`src/rtl/serial_adder.sv`:
```
// Bit-serial adder: one full-adder slice and a carry flop, LSB first.
// SERIAL_ADDER_SUB_EN adds a sub input (a-b) and a signed-overflow output ovf.
module serial_adder #(
   parameter int WIDTH = 8
) (
   input  logic             clk,
   input  logic             rst,
   input  logic             start,
   input  logic [WIDTH-1:0] a,
   input  logic [WIDTH-1:0] b,
   input  logic             cin,
`ifdef SERIAL_ADDER_SUB_EN
   input  logic             sub,
   output logic             ovf,
`endif
   output logic             ready,
   output logic             done,
   output logic [WIDTH-1:0] s,
   output logic             c
);

   localparam int CW = (WIDTH > 1) ? $clog2(WIDTH) : 1;
   localparam logic [CW-1:0] LAST = CW'(WIDTH - 1);

   typedef enum logic [1:0] {
      IDLE = 2'd0,
      RUN  = 2'd1,
      DONE = 2'd2
   } state_t;

   state_t           state_q, state_d;
   logic [WIDTH-1:0] a_q, a_d;
   logic [WIDTH-1:0] b_q, b_d;
   logic [WIDTH-1:0] r_q, r_d;
   logic             carry_q, carry_d;
   logic [CW-1:0]    cnt_q, cnt_d;
`ifdef SERIAL_ADDER_SUB_EN
   logic             ovf_q, ovf_d;
`endif

   logic h1_s, h1_c, h2_c;
   logic sbit, nc;

   // Full-adder slice built from two half adders and a carry OR
   always_comb begin
      h1_s = a_q[0] ^ b_q[0];
      h1_c = a_q[0] & b_q[0];
      sbit = h1_s ^ carry_q;
      h2_c = h1_s & carry_q;
      nc   = h1_c | h2_c;
   end

   // Next-state and datapath control
   always_comb begin
      state_d = state_q;
      a_d     = a_q;
      b_d     = b_q;
      r_d     = r_q;
      carry_d = carry_q;
      cnt_d   = cnt_q;
`ifdef SERIAL_ADDER_SUB_EN
      ovf_d   = ovf_q;
`endif
      unique case (state_q)
         IDLE: begin
            if (start) begin
               a_d     = a;
`ifdef SERIAL_ADDER_SUB_EN
               b_d     = sub ? ~b : b;
               carry_d = sub ? 1'b1 : cin;
`else
               b_d     = b;
               carry_d = cin;
`endif
               cnt_d   = '0;
               state_d = RUN;
            end
         end
         RUN: begin
            a_d            = a_q >> 1;
            b_d            = b_q >> 1;
            r_d            = r_q >> 1;
            r_d[WIDTH-1]   = sbit;
            carry_d        = nc;
            cnt_d          = cnt_q + CW'(1);
            if (cnt_q == LAST) begin
               state_d = DONE;
`ifdef SERIAL_ADDER_SUB_EN
               // carry into MSB vs carry out of MSB
               ovf_d   = carry_q ^ nc;
`endif
            end
         end
         DONE: begin
            state_d = IDLE;
         end
         default: begin
            state_d = IDLE;
         end
      endcase
   end

   // State and datapath registers with synchronous reset
   always_ff @(posedge clk) begin
      if (rst) begin
         state_q <= IDLE;
         a_q     <= '0;
         b_q     <= '0;
         r_q     <= '0;
         carry_q <= 1'b0;
         cnt_q   <= '0;
`ifdef SERIAL_ADDER_SUB_EN
         ovf_q   <= 1'b0;
`endif
      end else begin
         state_q <= state_d;
         a_q     <= a_d;
         b_q     <= b_d;
         r_q     <= r_d;
         carry_q <= carry_d;
         cnt_q   <= cnt_d;
`ifdef SERIAL_ADDER_SUB_EN
         ovf_q   <= ovf_d;
`endif
      end
   end

   assign ready = (state_q == IDLE);
   assign done  = (state_q == DONE);
   assign s     = r_q;
   assign c     = carry_q;
`ifdef SERIAL_ADDER_SUB_EN
   assign ovf   = ovf_q;
`endif

endmodule

```
`config.mk`:
```
export PLATFORM = sky130hd
export DESIGN_NAME = serial_adder
export DESIGN_NICKNAME = d
export VERILOG_FILES = /design/src/rtl/serial_adder.sv
export SDC_FILE = /design/constraint.sdc
export NUM_CORES = 1
export LEC_CHECK = 0
export ABC_AREA = 0
export ABC_CLOCK_PERIOD_IN_PS = 2780
export BUFFER_PORTS_ARGS = -buffer_cell sky130_fd_sc_hd__buf_2
export CAP_MARGIN = 30
export CORE_MARGIN = 2
export CORE_UTILIZATION = 40
export CTS_CLUSTER_DIAMETER = 150
export CTS_CLUSTER_SIZE = 16
export DETAILED_ROUTE_END_ITERATION = 10
export PLACE_DENSITY = 0.59
export SLEW_MARGIN = 20
export SYNTH_ARGS = -nofsm -noshare
export SYNTH_HDL_FRONTEND = slang
export SYNTH_SLANG_ARGS = --single-unit
export TNS_END_PERCENT = 5
```
`constraint.sdc`:
```
create_clock -name clk -period 2.78 [get_ports clk]
set_input_delay 0.417 -clock clk [delete_from_list [all_inputs] [get_ports clk]]
set_output_delay 0.417 -clock clk [all_outputs]
set_load 0.05 [all_outputs]
```
==> results of run 1 <==
-- kinds of logic (layout without fill, tap and decap cells) --
kind of cell	count (synthesis)	count (layout)	synth area share (%)
AOI/OAI and AO/OA	16	16	6.68
adders and majority gates	3	3	3.25
buffers and inverters	13	39	6.41
DFF	30	30	43.4
muxes	2	2	1.45
and+or+nand+nor	90	90	38.8
-- power by group through the flow --
stage | sequential, mW | combinational, mW | clock [mW]
after floorplan | 0.489 | 0.101 | 0
after global placement | 0.482 | 0.136 | 0
after detailed placement | 0.483 | 0.140 | 0
after CTS | 0.473 | 0.141 | 0.365
after global routing | 0.476 | 0.155 | 0.382
final | 0.473 | 0.139 | 0.352
-- state kept, by name, summed over array words and instances (netlist names) --
name,cells
s,8
state_q,2
a_q,8
b_q,8
c,1
cnt_q,3
-- metrics by stage --
stage | std cells | hold slack (ps) | area (sq um)
finish | 226 | 365 | 1600
global route | 226 | 363 | 1600
detailed placement | 219 | 450 | 1520
global placement | 219 | 443 | 1520
CTS | 226 | 352 | 1600
floorplan | 154 | 454 | 1390
-- layout by cell type (no fill, tap or decap), types with 3 or more instances in the layout --
master / count
sky130_fd_sc_hd__dfxtp_1: 30
sky130_fd_sc_hd__nand2_1: 16
sky130_fd_sc_hd__clkbuf_4: 5
sky130_fd_sc_hd__a21oi_1: 10
sky130_fd_sc_hd__buf_2: 30
sky130_fd_sc_hd__nor2_1: 40
sky130_fd_sc_hd__nor2b_1: 3
sky130_fd_sc_hd__nor2_4: 10
sky130_fd_sc_hd__nor4_1: 5
sky130_fd_sc_hd__nor4_2: 10
-- worst min-delay path: stages --
cell and delay [ps]:
sky130_fd_sc_hd__buf_2 100, sky130_fd_sc_hd__nand3b_1 80, sky130_fd_sc_hd__a21oi_1 60
-- metal layers --
layer	up-vias	track usage, %	wire length (microns)
li1	562	-	-
met1	510	17.1	1220
met2	27	24.7	1280
met3	5	6.13	154
met4	0	5.83	37
met5	-	0	0
-- cell type report --
type	count	area (sq um)
Sequential cell	30	601
Clock buffer	6	51.3
Tap cell	46	57.6
Timing Repair Buffer	31	158
Clock inverter	1	30.0
Fill cell	346	1740
Multi-Input combinational cell	111	696
Inverter	1	3.75
-- worst paths after layout --
path	to	cells after the start	from	slack, ps
worst min-delay path	a_q[7]$_SDFFE_PP0P_	3	a[7]	370
worst max register to register	a_q[0]$_SDFFE_PP0P_	4	state_q[0]$_SDFFE_PP0P_	850
worst min register to register	s[0]$_SDFFE_PP0N_	2	s[0]$_SDFFE_PP0N_	460
worst max-delay path	a_q[0]$_SDFFE_PP0P_	4	state_q[0]$_SDFFE_PP0P_	850
==> run summary, run 1 <==
The cell with the largest stage delay on the worst path was sky130_fd_sc_hd__or3b_1. The initial antenna violation count was 0. The top cell type by area accounts for 43.4% of the synthesized area. The gate count of the mapped netlist was 154; the total clock buffers created by CTS was 5. The run gives 43.4% as the proportion of synthesized chip area in sequential cells. Summed over all layers, the global routing overflow is 0. The run finished with clean final reports.

Traced cell by cell, the critical path runs through or3b_1 -> buf_4 -> nor2_4 -> nor4_2. The count of unique library cells instantiated by Yosys came out at 25. The via count of the first global-routing pass was 1,046; the power per cell area was 604 nW/um^2.

For this run, the post-layout net count is 203. The top cell type by total area after synthesis was sky130_fd_sc_hd__dfxtp_1. For the post-cts sizing count, the log shows 0. Synthesized area divided by synthesized cell count: 8.99 sq um. Timing analysis after detailed placement gives a worst setup slack of 782 ps.

The max capacitance violation total is 0, and the leakage dissipation is 0.661 nW. 0 antenna diodes ended up in the layout. For this run, the number of Yosys warnings is 0. In this run the tightest slew margin relative to its limit is 35.5%. For the synthesized net count, the log shows 177. For the pin with the worst max-slew slack, the measured transition is 968 ps. The post-DP HPWL was 1820 microns; the post-route core utilization was 47.8%.

The buffers plus inverters on the worst setup path was 1. The run gives 0 ps as the sum of negative setup slack. The most used flip-flop cell after synthesis is sky130_fd_sc_hd__dfxtp_1. Async set or reset register ratio after synthesis: 0%. The kind of cell adding the most delay to the critical path was simple AND/OR/NAND/NOR gates. The post-detailed-routing wire length came out at 2690 microns.

After clock tree synthesis, the clock-pin slew on the worst setup and hold paths is 90 ps. The tightest min-delay check is of the in -> reg type. Counting flops with a built-in enable in the synthesized netlist gives 0. Switching power: 0.248 mW.

The number of H-tree branching levels is 2, and the maximum clock path buffer count is 2. For the post-CTS repair timing setup buffer count, the log shows 0. By count the netlist is led by sky130_fd_sc_hd__nor2_1 (40), sky130_fd_sc_hd__dfxtp_1 (30), sky130_fd_sc_hd__nand2_1 (16).

The logs give 0.716 mW for the internal power of the cells and 4 for the number of detailed-routing iterations run before antenna repair. Of the total power, the clock network draws 36.5%. In this run, the number of DRC markers left after iteration 0 of detailed routing was 69.

Measured along the y axis, the die boundary spans 62.8 microns. The I/O pin count is 31. The die covers 3950 sq um.

Data on the critical path is required at its endpoint by 3030 ps. Setup repair after global routing left no endpoint under its margin. The run gives 30 as the clock sink count. The root buffer cell chosen for the clock tree is sky130_fd_sc_hd__clkbuf_4.

The pin count of the biggest net entering global routing came out at 31. Ranked by total cell area, the synthesized netlist is headed by sky130_fd_sc_hd__dfxtp_1 (43%), sky130_fd_sc_hd__nor2_1 (11%), sky130_fd_sc_hd__nor4_2 (9.0%), sky130_fd_sc_hd__nor2_4 (8.1%), sky130_fd_sc_hd__nand2_1 (4.3%). The tools report the critical path capture point type as a register.

The width of the die works out to 62.8 microns. Data on the critical path arrives at its endpoint at 2180 ps. In the final layout, the share of cells above drive strength 1 is 32.8%. The leading cell type by number of instances after synthesis is sky130_fd_sc_hd__nor2_1.

Subtracting the final worst setup slack from the clock period gives 1930 ps. The post-synthesis to final-layout area growth is 15.3%. The period utilization is 69.6%, and the setup violation total in the final timing report is 0. Across all layers, the routed design uses 1,104 vias. The first global-routing pass estimated 4520 microns of wire. The run gives 41.5% as the initial standard-cell utilization of the core. Sequential cells account for 49.0% of the total power.

Overall power consumption after layout is estimated at 0.964 mW. The worst setup slack after layout is 846 ps. At the end of routability-driven placement, the weighted congestion stood at 0.693.

The worst-path maximum fanout was 14. The count of antenna-violating nets left after detailed routing is 0. The netlist area before placement came out at 1390 sq um.

The tools report the count of endpoints failing hold in the final timing report as 0. The run gives 8.93 ps as the worst clock skew. Global routing consumed, over all layers together, 14.9% of the routing resources.

After floorplanning, the core was divided into 21 placement rows. The remaining design rule violation count is 0. TritonCTS built the clock tree. The run gives 517 MHz as the fmax. The kind of start point of the critical path is a register. After synthesis the netlist holds a flip-flop and latch count of 30.

The average wire length per cell after detail routing was 11.9 microns. On the worst path, the slowest cell contributes a delay of 810 ps. The number of I/O port buffers is 30, and the number of buffers added to fix hold violations after cts is 0.

Using the TritonRoute via totals, the vias-per-cell ratio works out to 4.88. Of the total power, combinational logic draws 14.4%. The count of final max-slew check failures was 0.

Net switching is 25.7% of the power. The clock reaches the later pin of the worst-skew pair after 330 ps. The critical path is of the reg -> reg type. The maximum vdd drop is 0.308 mV.

The area of the core is 3340 sq um.
Power figures use the tool's default switching activity.
==> run 2, diff against run 1 <==
--- a/config.mk
+++ b/config.mk
@@ -6,7 +6,7 @@
 export NUM_CORES = 1
 export LEC_CHECK = 0
 export ABC_AREA = 0
-export ABC_CLOCK_PERIOD_IN_PS = 2780
+export ABC_CLOCK_PERIOD_IN_PS = 1690
 export BUFFER_PORTS_ARGS = -buffer_cell sky130_fd_sc_hd__buf_2
 export CAP_MARGIN = 30
 export CORE_MARGIN = 2
@@ -14,7 +14,7 @@
 export CTS_CLUSTER_DIAMETER = 150
 export CTS_CLUSTER_SIZE = 16
 export DETAILED_ROUTE_END_ITERATION = 10
-export PLACE_DENSITY = 0.59
+export PLACE_DENSITY = 0.61
 export SLEW_MARGIN = 20
 export SYNTH_ARGS = -nofsm -noshare
 export SYNTH_HDL_FRONTEND = slang
==> constraint.sdc (replaced) <==
create_clock -name clk -period 1.69 [get_ports clk]
set_input_delay 0.2535 -clock clk [delete_from_list [all_inputs] [get_ports clk]]
set_output_delay 0.2535 -clock clk [all_outputs]
set_load 0.05 [all_outputs]
==> run summary, run 2 (synthesis gave the netlist of run 1 again) <==
Measured along the x axis, the die boundary spans 62.8 microns. CTS saw 30 sinks. The post-synthesis to final-layout area growth works out to 15.4%. The detailed router's first-iteration violation count is 80.

At the end of the flow, the number of nets in the layout was 206. The critical path is of the reg -> out type. Clock-pin slew was measured on the worst setup and hold paths at 90 ps. Post-CTS repair changed the size of 0 cells. The total via count in the routed design was 1,093. Clock tree synthesis selected as its root buffer the cell sky130_fd_sc_hd__clkbuf_4.

Buffers inserted during clock tree synthesis total 5. Class of the tightest hold or removal check: in -> reg. The run gives 0 as the max capacitance violation total. Static timing analysis puts the maximum clock frequency at 647 MHz.

The floorplan has 21 rows. The wire-length estimate of the detail-placed layout is 1810 microns. The logs give 14.1% for the overall routing resource usage and 4310 microns for the first-pass GRT wire length.

The run gives 0 as the final global-route overflow total. STA puts the critical path data arrival time at 1290 ps. The period utilization came out at 91.4%. The worst setup path is launched from a register. The share of final-layout standard cells stronger than drive strength 1 is 33.7%, and the normalized max-slew margin is 58.3%. Dividing total power by cell area gives a power density of 907 nW/um^2.

The number of I/O port buffers works out to 30. After detailed routing, the number of vias per cell comes to 4.75. Leaving out fill and tap cells, the most frequent cell in the layout is sky130_fd_sc_hd__nor2_1.

The run gives 0 as the count of inserted antenna diode cells. Minimum hold slack: 194 ps. In the layout the commonest cells are sky130_fd_sc_hd__nor2_1 (40), sky130_fd_sc_hd__dfxtp_1 (30), sky130_fd_sc_hd__buf_2 (30). The pin count of the biggest net entering global routing was 31; the clock period minus final worst setup slack was 1540 ps. Between clock sinks in the finished design, the worst skew comes to 3.92 ps.

The run gives 0 as the initial antenna violation count. The measured slew at the worst slew-check pin came out at 625 ps. Setup repair after global routing left no endpoint under its margin.

After detailed routing, the total wire length is 2630 microns. Clock latency on the worst-skew pair, taken at its later pin, is 320 ps. Routability-driven placement finished with a final weighted congestion of 0.763. The remaining design rule violation count is 0. The number of buffers added to fix hold violations after cts is 0, and the required time of the critical path is 1440 ps. The via count of the first global-routing pass was 1,023; the average wire length per cell after detail routing was 11.4 microns. The logs give 0.410 mV for the maximum vdd drop and 4 for the number of detailed-routing iterations run before antenna repair. Setup violations remaining at the end of the flow were counted as 0.

The I/O pin count is 31, and the count of endpoints failing hold in the final timing report is 0. TritonCTS built the clock tree. In this run the number of H-tree levels came out at 2.

Sum of negative setup slack: 0 ps. The worst setup path is captured at an output pin. The flow ran to the end, and the final reports show no timing, DRC or antenna violations. In this run the post-CTS setup repair buffer count came out at 0.

In this run the worst path has a maximum fanout of 11. The count of final max-slew check failures was 0; the initial standard-cell utilization of the core was 41.5%. Counting the fill cells in the layout gives 360. The count of nets left with antenna violations once routing finished came out at 0. The die outline area is 3950 sq um. The area of the core is 3340 sq um, and the floorplan die height is 62.8 microns. In this run the static leakage power is 0.666 nW.

The clock passes through at most 2 buffers.
==> run 2: changes by cell type in the layout (fill, tap and decap cells not counted), sizes merged <==
cell / before / now
buf: 31 / 34
bufinv: 1 / 0
clkbuf: 6 / 7
clkinv: 0 / 1
==> run 2: cell type report <==
| type | instances | area (sq um) | area share [%] |
|---|---|---|---|
| clock buffer | 7 | 55.1 | 3.45 |
| clock inverter | 1 | 5.00 | 0.313 |
| inverter | 1 | 3.75 | 0.235 |
| multi-input combinational | 111 | 696 | 43.5 |
| sequential | 30 | 601 | 37.6 |
| tap | 46 | 57.6 | 3.60 |
| timing repair buffer | 34 | 180 | 11.3 |
==> run 2: worst paths after layout <==
check	from	end	slack (ps)	depth (start not counted)
worst max-delay path	state_q[1]$_SDFFE_PP0P_	done	150	2
worst min-delay path	b[7]	b_q[7]$_SDFFE_PP0P_	190	3
worst max register to register	state_q[0]$_SDFFE_PP0P_	a_q[6]$_SDFFE_PP0P_	230	4
worst min register to register	s[4]$_SDFFE_PP0N_	s[3]$_SDFFE_PP0N_	470	2
==> run 2: through the flow <==
stage               utilization, %  setup WS (ps)  instances  area [sq um]  power [mW]
floorplan                        -            279        154          1390       0.971
global placement              46.1            360        222          1540        1.02
detailed placement            46.1            258        222          1540        1.03
CTS                           47.9            135        230          1600        1.47
global route                  47.9           45.3        230          1600        1.52
finish                        47.9            146        230          1600        1.45
==> run 2: power by group <==
group          internal [mW]  switching (mW)  leakage (nW)
logic                 0.0897           0.144         0.384
registers              0.749          0.0277         0.247
clock network          0.201           0.237        0.0353
==> run 2: critical path, stage by stage, from the launching register on <==
cell,delay [ps]
sky130_fd_sc_hd__dfxtp_1,480
sky130_fd_sc_hd__nor2b_1,210
sky130_fd_sc_hd__buf_2,290
==> run 2: layer usage <==
| metal | vias to the layer above | GRT usage (%) | share of wire [%] |
|---|---|---|---|
| li1 | 565 | - | - |
| met1 | 504 | 15.5 | 44 |
| met2 | 20 | 23.5 | 49 |
| met3 | 4 | 5.59 | 5.6 |
| met4 | 0 | 6.67 | 1.4 |
| met5 | - | 0 | 0 |
